==> src/rtl/ghr_fold_sequencer.sv <==
// ghr_fold_sequencer
//   Keeps the speculative global history register (GHR) and its XOR-folded
//   index hash. Predicted branches update the fold incrementally in one cycle.
//   A backend restore reloads the GHR, and a REFOLD walk then rebuilds the
//   fold one FOLD_LEN chunk per cycle.
// Ports
//   clk, rst_n       clock, synchronous active-low reset
//   upd_valid_i      speculative outcome valid
//   upd_taken_i      outcome bit shifted into the GHR
//   upd_ready_o      update accepted this cycle (combinational)
//   restore_valid_i  mispredict restore request (wins over updates)
//   restore_hist_i   full history to load on restore
//   ghr_o            current GHR, bit 0 newest
//   folded_o         folded hash of ghr_o, meaningful when folded_valid_o = 1
//   folded_valid_o   folded_o matches ghr_o
//   busy_o           REFOLD in progress
module ghr_fold_sequencer #(
    parameter int unsigned HIST_LEN = 64,
    parameter int unsigned FOLD_LEN = 8
) (
    input  logic                clk,
    input  logic                rst_n,
    input  logic                upd_valid_i,
    input  logic                upd_taken_i,
    output logic                upd_ready_o,
    input  logic                restore_valid_i,
    input  logic [HIST_LEN-1:0] restore_hist_i,
    output logic [HIST_LEN-1:0] ghr_o,
    output logic [FOLD_LEN-1:0] folded_o,
    output logic                folded_valid_o,
    output logic                busy_o
);

    localparam int unsigned NUM_CHUNKS = (HIST_LEN + FOLD_LEN - 1) / FOLD_LEN;
    localparam int unsigned CNT_W      = (NUM_CHUNKS > 1) ? $clog2(NUM_CHUNKS) : 1;
    localparam int unsigned PAD_LEN    = NUM_CHUNKS * FOLD_LEN;
    // Fold position the evicted bit lands on after the rotate.
    localparam int unsigned EVICT_POS  = HIST_LEN % FOLD_LEN;

    typedef enum logic {
        IDLE   = 1'b0,
        REFOLD = 1'b1
    } state_e;

    state_e              state_q;
    logic [HIST_LEN-1:0] ghr_q;
    logic [FOLD_LEN-1:0] folded_q;
    logic [FOLD_LEN-1:0] acc_q;
    logic [CNT_W-1:0]    cnt_q;
    logic                valid_q;

    logic [PAD_LEN-1:0]  ghr_pad;
    logic [FOLD_LEN-1:0] chunk_d;
    logic [FOLD_LEN-1:0] acc_d;
    logic [FOLD_LEN-1:0] folded_inc_d;
    logic                upd_fire;

    assign upd_ready_o    = (state_q == IDLE) & ~restore_valid_i;
    assign upd_fire       = upd_valid_i & upd_ready_o;
    assign ghr_o          = ghr_q;
    assign folded_o       = folded_q;
    assign folded_valid_o = valid_q;
    assign busy_o         = (state_q == REFOLD);

    // Zero-extend so the top chunk is padded with zeros.
    assign ghr_pad = PAD_LEN'(ghr_q);

    // Chunk selected by the REFOLD counter, and the running accumulator.
    always_comb begin
        chunk_d = '0;
        for (int unsigned k = 0; k < NUM_CHUNKS; k++) begin
            if (cnt_q == CNT_W'(k)) begin
                chunk_d = ghr_pad[k*FOLD_LEN +: FOLD_LEN];
            end
        end
        acc_d = acc_q ^ chunk_d;
    end

    // Incremental fold: rotate moves every retained bit to its new fold slot;
    // the new bit enters at 0 and the evicted bit's rotated copy is cancelled.
    always_comb begin
        folded_inc_d = {folded_q[FOLD_LEN-2:0], folded_q[FOLD_LEN-1]}
                     ^ FOLD_LEN'(upd_taken_i)
                     ^ (FOLD_LEN'(ghr_q[HIST_LEN-1]) << EVICT_POS);
    end

    // Control FSM and datapath registers.
    always_ff @(posedge clk) begin
        if (!rst_n) begin
            state_q  <= IDLE;
            ghr_q    <= '0;
            folded_q <= '0;
            acc_q    <= '0;
            cnt_q    <= '0;
            valid_q  <= 1'b1;
        end else if (restore_valid_i) begin
            state_q <= REFOLD;
            ghr_q   <= restore_hist_i;
            acc_q   <= '0;
            cnt_q   <= '0;
            valid_q <= 1'b0;
        end else begin
            case (state_q)
                IDLE: begin
                    if (upd_fire) begin
                        ghr_q    <= {ghr_q[HIST_LEN-2:0], upd_taken_i};
                        folded_q <= folded_inc_d;
                    end
                end
                REFOLD: begin
                    acc_q <= acc_d;
                    if (cnt_q == CNT_W'(NUM_CHUNKS - 1)) begin
                        folded_q <= acc_d;
                        valid_q  <= 1'b1;
                        state_q  <= IDLE;
                        cnt_q    <= '0;
                    end else begin
                        cnt_q <= cnt_q + CNT_W'(1);
                    end
                end
                default: state_q <= IDLE;
            endcase
        end
    end

endmodule

==> config.mk <==
export PLATFORM = sky130hd
export DESIGN_NAME = ghr_fold_sequencer
export DESIGN_NICKNAME = d
export VERILOG_FILES = /design/src/rtl/ghr_fold_sequencer.sv
export SDC_FILE = /design/constraint.sdc
export NUM_CORES = 1
export LEC_CHECK = 0
export BUFFER_PORTS_ARGS = -buffer_cell sky130_fd_sc_hd__buf_2
export CORE_ASPECT_RATIO = 0.9
export CORE_MARGIN = 5
export CORE_UTILIZATION = 55
export DETAILED_ROUTE_END_ITERATION = 8
export PLACE_DENSITY = 0.84
export RECOVER_POWER = 100
export SYNTH_ARGS = -nofsm -noshare
export SYNTH_HDL_FRONTEND = slang
export SYNTH_SLANG_ARGS = --single-unit
==> constraint.sdc <==
create_clock -name clk -period 3.2 [get_ports clk]
set_input_delay 0.16 -clock clk [delete_from_list [all_inputs] [get_ports clk]]
set_output_delay 0.16 -clock clk [all_outputs]
set_load 0.02 [all_outputs]
==> results.toml, run 1 <==
[critical_path]
cp.depth = 8
crit_path_top_delay_cell = "dfxtp_1"
reg2reg_depth = 8
worst_ep_required_time_ps = 3440
cp_num_buf_inv = 1
end_kind = "register"
reg2reg_from = "cnt_q[2]"
startpoint_type = "register"
path_cells = "inv_1, ha_1, or2_0, a221oi_1, o22a_2, o21ai_1, xor2_1, nor2_1"
worst-setup-path-type = "register to register"
critical-path-top-delay-family = "compound AO/OA/AOI/OAI gates"
crit_fanout = 15
critical_path_arrival_ps = 2820
cpPeakStageDelay_ps = 600
startpoint = "cnt_q[2]"

[die]
ios = 144
num_rows = 32
die_w_microns = 110
initial_core_util_pct = 57.0
dieArea_sq_um = 11000
die_y_microns = 99.8
coreArea_sq_um = 8650

[run_status]
outcome = "finished, violations left"
violations = "capacitance limit"

[grt]
overflow = 0
grt_busiest_layer = "met2"
track_usage_pct = 23.5
antenna_found_initial = 0
grt_max_degree = 73
use_met2_pct = 38.2
grt_pass1_vias = 4268
grt_use_met1_pct = 32.4
grt_pass1_wl_microns = 21000
met3_usage_pct = 5.14

[synthesis]
syn_nets = 686
synth.avg_cell_area_sq_um = 8.07
synth_cells = 611
syn-cell-area_sq_um = 4930
synth_top_area_share_pct = 34.5
synth_cell_type_count = 38
yosysWarnings = 0
synth_top_cell_by_area = "dfxtp_1"
ys_ff_latch = 85
ys_top_cells_by_area = "dfxtp_1, mux2i_1, and2_1, o21ai_1, nand2_1"
yosysSeqAreaShare_pct = 34.5

[finish]
fin_cells = 845
nNetsFinal = 796
finalInstanceArea_sq_um = 5690
multi_input_area_sq_um = 2910
drive_gt1_share_pct = 15.0
n_antenna_cell = 0
regArea_sq_um = 1700
final_cell_mix = "nand2_1, dfxtp_1, clkbuf_1"
area_growth_pct = 15.4
fillers = 798
layout_commonest_cell = "nand2_1"

[cts]
numCtsBuffers = 9
cts.sinks = 85
post_cts_resized = 0
clk_pin_slew_worst_paths_ps = 80
htreeDepth = 3
cts_hold_buf = 0
cts_tree = "done"
worstSkewPairLatency_ps = 360
cts_buffer_depth = 2
cts_setup_buffers = 0
root_buffer = "clkbuf_8"

[route]
drtIter0Drc = 241
drtPass1Iterations = 5
route.detailed.drc = 0
drtAntennaViolNets = 0
vias = 4693
routedWlPerCell_microns = 15.7
viasPerCell = 5.55
wl_microns = 13200

[timing]
fin_tns_setup_ps = 0
max_slew_margin_pct = 0.537
setup_viol = 0
fin_skew_ps = 8.57
max_freq_mhz = 387
rsz0062_at_grt = "no"
timing.final.ws_setup_ps = 616
fin_crit_ps = 2580
final.period_utilization_pct = 80.7
drv_slew = 0
hold_viol = 0
tightestPinTransition_ps = 1490

[placed_design]
dp_cells = 829
port_buffers = 143
gp_congestion = 0.853
placed_area_sq_um = 5610
place_hpwl_microns = 9790
pre_cts_ws_ps = 781

[min_path]
hold_start = "restore_hist_i[53]"
hold_depth = 4
min_path_type = "input port to register"

[power]
peakVddDrop_v = 0.000259
finalPower_uw = 2500
power_density_nw_per_um2 = 439
leakage_uw = 0.00238

[run]
cap_violations = 1
## sequential cells by signal (all words and copies together) (netlist names)
signal and cells:
ghr_o 64, acc_q 8, folded_o 8, cnt_q 3, busy_o 1, folded_valid_o 1
## path summary, 6_finish.rpt
path	endpoint	slack [ps]
setup / recovery	acc_q[7]	620
hold / removal	ghr_o[53]	110
setup reg to reg	acc_q[7]	620
hold reg to reg	acc_q[1]	550
## Yosys cell counts, drive strengths merged
cell type and number:
clkbuf 31, nand3 9, nor3 21, xnor2 3, xor2 8, o31ai 8, o211ai 1, nand2 90
nor2 23, a21oi 21, nand2b 2, and2 64, ha 6, mux2i 59, or2 2, a221oi 7
dfxtp 85, nor2b 9, nor3b 9, a211oi 1, buf 21, a21o 1, o311ai 1, o2111ai 7
o21a 1, nand3b 14, inv 11, o22a 7, o21ai 89
## tightest hold or removal path: stages
cell and delay [ps]:
buf_2 80, nand2_1 40, o21ai_0 50, and2_1 110
## power by group
group	switching [uW]	internal, uW
Clock	379	440
Sequential	69.3	1120
Combinational	297	195
Total	746	1750
## layer usage
metal | vias up | wire (microns)
li1 | 2316 | -
met1 | 2202 | 5810
met2 | 160 | 6350
met3 | 15 | 910
met4 | 0 | 148
met5 | - | 0
## area by class of cell
class	instances	area share, %
clock inverters	4	1.28
repair buffers	151	11.9
flip-flops and latches	85	29.9
clock buffers	12	2.38
multi-input cells	463	51.2
inverters	11	0.726
well taps	119	2.62
## stage by stage
| stage | hold slack, ps | utilization, % |
|---|---|---|
| 2_1_floorplan | 323 | - |
| 3_3_place_gp | 467 | 64.8 |
| 3_5_place_dp | 480 | 64.8 |
| 4_1_cts | 106 | 67.2 |
| 5_1_grt | 110 | 65.8 |
| 6_report | 110 | 65.8 |
## cells by family (layout without fill, tap and decap cells)
| kind of cell | after synthesis | after routing | synth area share [%] |
|---|---|---|---|
| flops | 85 | 85 | 34.5 |
| xor+xnor | 11 | 11 | 1.95 |
| compound gates | 144 | 144 | 18.1 |
| mux | 59 | 59 | 12.0 |
| simple gates | 243 | 243 | 25.9 |
| buf+inv | 63 | 178 | 6.02 |
| fa+ha+maj | 6 | 6 | 1.52 |
(Power assumes the default switching activity.)
==> run 2, diff against run 1 <==
Settings changed: CORE_UTILIZATION 55 to 47, PLACE_DENSITY 0.84 to 0.76.
Clock period 3.2 ns to 2.25 ns, I/O delays scaled along.
==> results.toml, run 2 (synthesis results as in run 1) <==
[critical_path]
worst_ep_required_time_ps = 2510
crit_path_top_delay_cell = "dfxtp_1"
critical_path_arrival_ps = 2370
crit_fanout = 14
path_cells = "inv_1, ha_1, buf_12, a21oi_1, a221oi_2, o22a_2, o2111ai_1, o31ai_1, nor3_2"
startpoint_type = "register"
end_kind = "register"
worst-setup-path-type = "register to register"
cpPeakStageDelay_ps = 410

[route]
drtIter0Drc = 306
wl_met1_microns = 6430
drtPass1Iterations = 6
routedWlPerCell_microns = 16.1
vias = 4731
wl_met3_microns = 975
wl_microns = 13900
dr_wl_met2_microns = 6370
drtAntennaViolNets = 0
route.detailed.drc = 0
viasPerCell = 5.48
topRoutingLayerUsed = "met4"

[run]
cap_violations = 0

[cts]
post_cts_resized = 0
cts_setup_buffers = 0
cts_tree = "done"
numCtsBuffers = 9
cts_hold_buf = 0
worstSkewPairLatency_ps = 330
cts.sinks = 85
root_buffer = "clkbuf_16"
clk_pin_slew_worst_paths_ps = 60
cts_buffer_depth = 2
htreeDepth = 3

[timing]
hold_viol = 0
whs_ps = 84.0
max_slew_margin_pct = 44.6
setup_viol = 0
final.period_utilization_pct = 93.7
max_freq_mhz = 474
rsz0062_at_grt = "no"
fin_crit_ps = 2110
fin_skew_ps = 6.77
tightestPinTransition_ps = 831
fin_tns_setup_ps = 0
drv_slew = 0
timing.final.ws_setup_ps = 142

[die]
num_rows = 35
die_w_microns = 118
dieArea_sq_um = 12600
die_y_microns = 107
initial_core_util_pct = 48.1
coreArea_sq_um = 10200
ios = 144

[finish]
fin_util_pct = 58.1
nNetsFinal = 805
fin_cells = 864
fillers = 960
layout_commonest_cell = "nand2_1"
area_growth_pct = 20.7
final_cell_mix = "nand2_1, dfxtp_1, clkbuf_1"
largest_register_ff_count = 64
n_antenna_cell = 0
drive_gt1_share_pct = 17.4

[grt]
grt_max_degree = 74
grt_pass1_vias = 4432
track_usage_pct = 21.1
antenna_found_initial = 0
grt_pass1_wl_microns = 22400
overflow = 0

[run_status]
outcome = "finished clean"

[power]
peakVddDrop_v = 0.000457
power_density_nw_per_um2 = 676
leakage_uw = 0.00251

[placed_design]
dp_cells = 848
pre_cts_ws_ps = 122
place_hpwl_microns = 10200
gp_congestion = 0.868
port_buffers = 143

[min_path]
min_path_type = "input port to register"
run 2: cell types whose count changed in the layout (fill, tap and decap cells not counted), sizes merged:
cell      change
buf           +8
clkinvlp      +1
run 2: final timing paths:
check	startpoint	end	slack, ps	cells after the start
worst max-delay path	cnt_q[0]	folded_o[7]	140	9
worst min register to register	folded_valid_o	folded_valid_o	530	2
worst min-delay path	restore_hist_i[0]	ghr_o[0]	80	4
worst max register to register	cnt_q[0]	folded_o[7]	140	9
run 2: report_power, final:
| part | total, uW | internal (uW) | switching (uW) |
|---|---|---|---|
| Sequential | 1690 | 1590 | 101 |
| Combinational | 714 | 289 | 425 |
| Clock | 1620 | 1010 | 610 |
run 2: per-layer routing:
layer / vias to the layer above / track usage, %
met5: - / 0
met2: 184 / 33.7
met3: 19 / 4.59
li1: 2339 / -
met4: 0 / 6.55
met1: 2189 / 28.6
run 2: final cells by class:
class	count	area, sq um	share of cell area [%]
Multi-Input combinational cell	463	2940	49.4
Sequential cell	85	1700	28.6
Timing Repair Buffer	160	782	13.1
Clock buffer	11	243	4.08
Tap cell	129	161	2.71
Clock inverter	5	83.8	1.41
Inverter	11	41.3	0.694
run 2: critical path, delay by kind of cell, from the launching register on:
kind	cells	cell delay, ps
buffers and inverters	2	300
AOI/OAI and AO/OA	5	860
and+or+nand+nor	1	150
DFF	1	410
adders and majority gates	1	330
run 2: through the flow:
| stage | area, sq um | power (uW) |
|---|---|---|
| after floorplan | 4930 | 2210 |
| after global placement | 5750 | 2450 |
| after detailed placement | 5750 | 2470 |
| after CTS | 6080 | 4070 |
| after global routing | 5950 | 4180 |
| final | 5950 | 4020 |
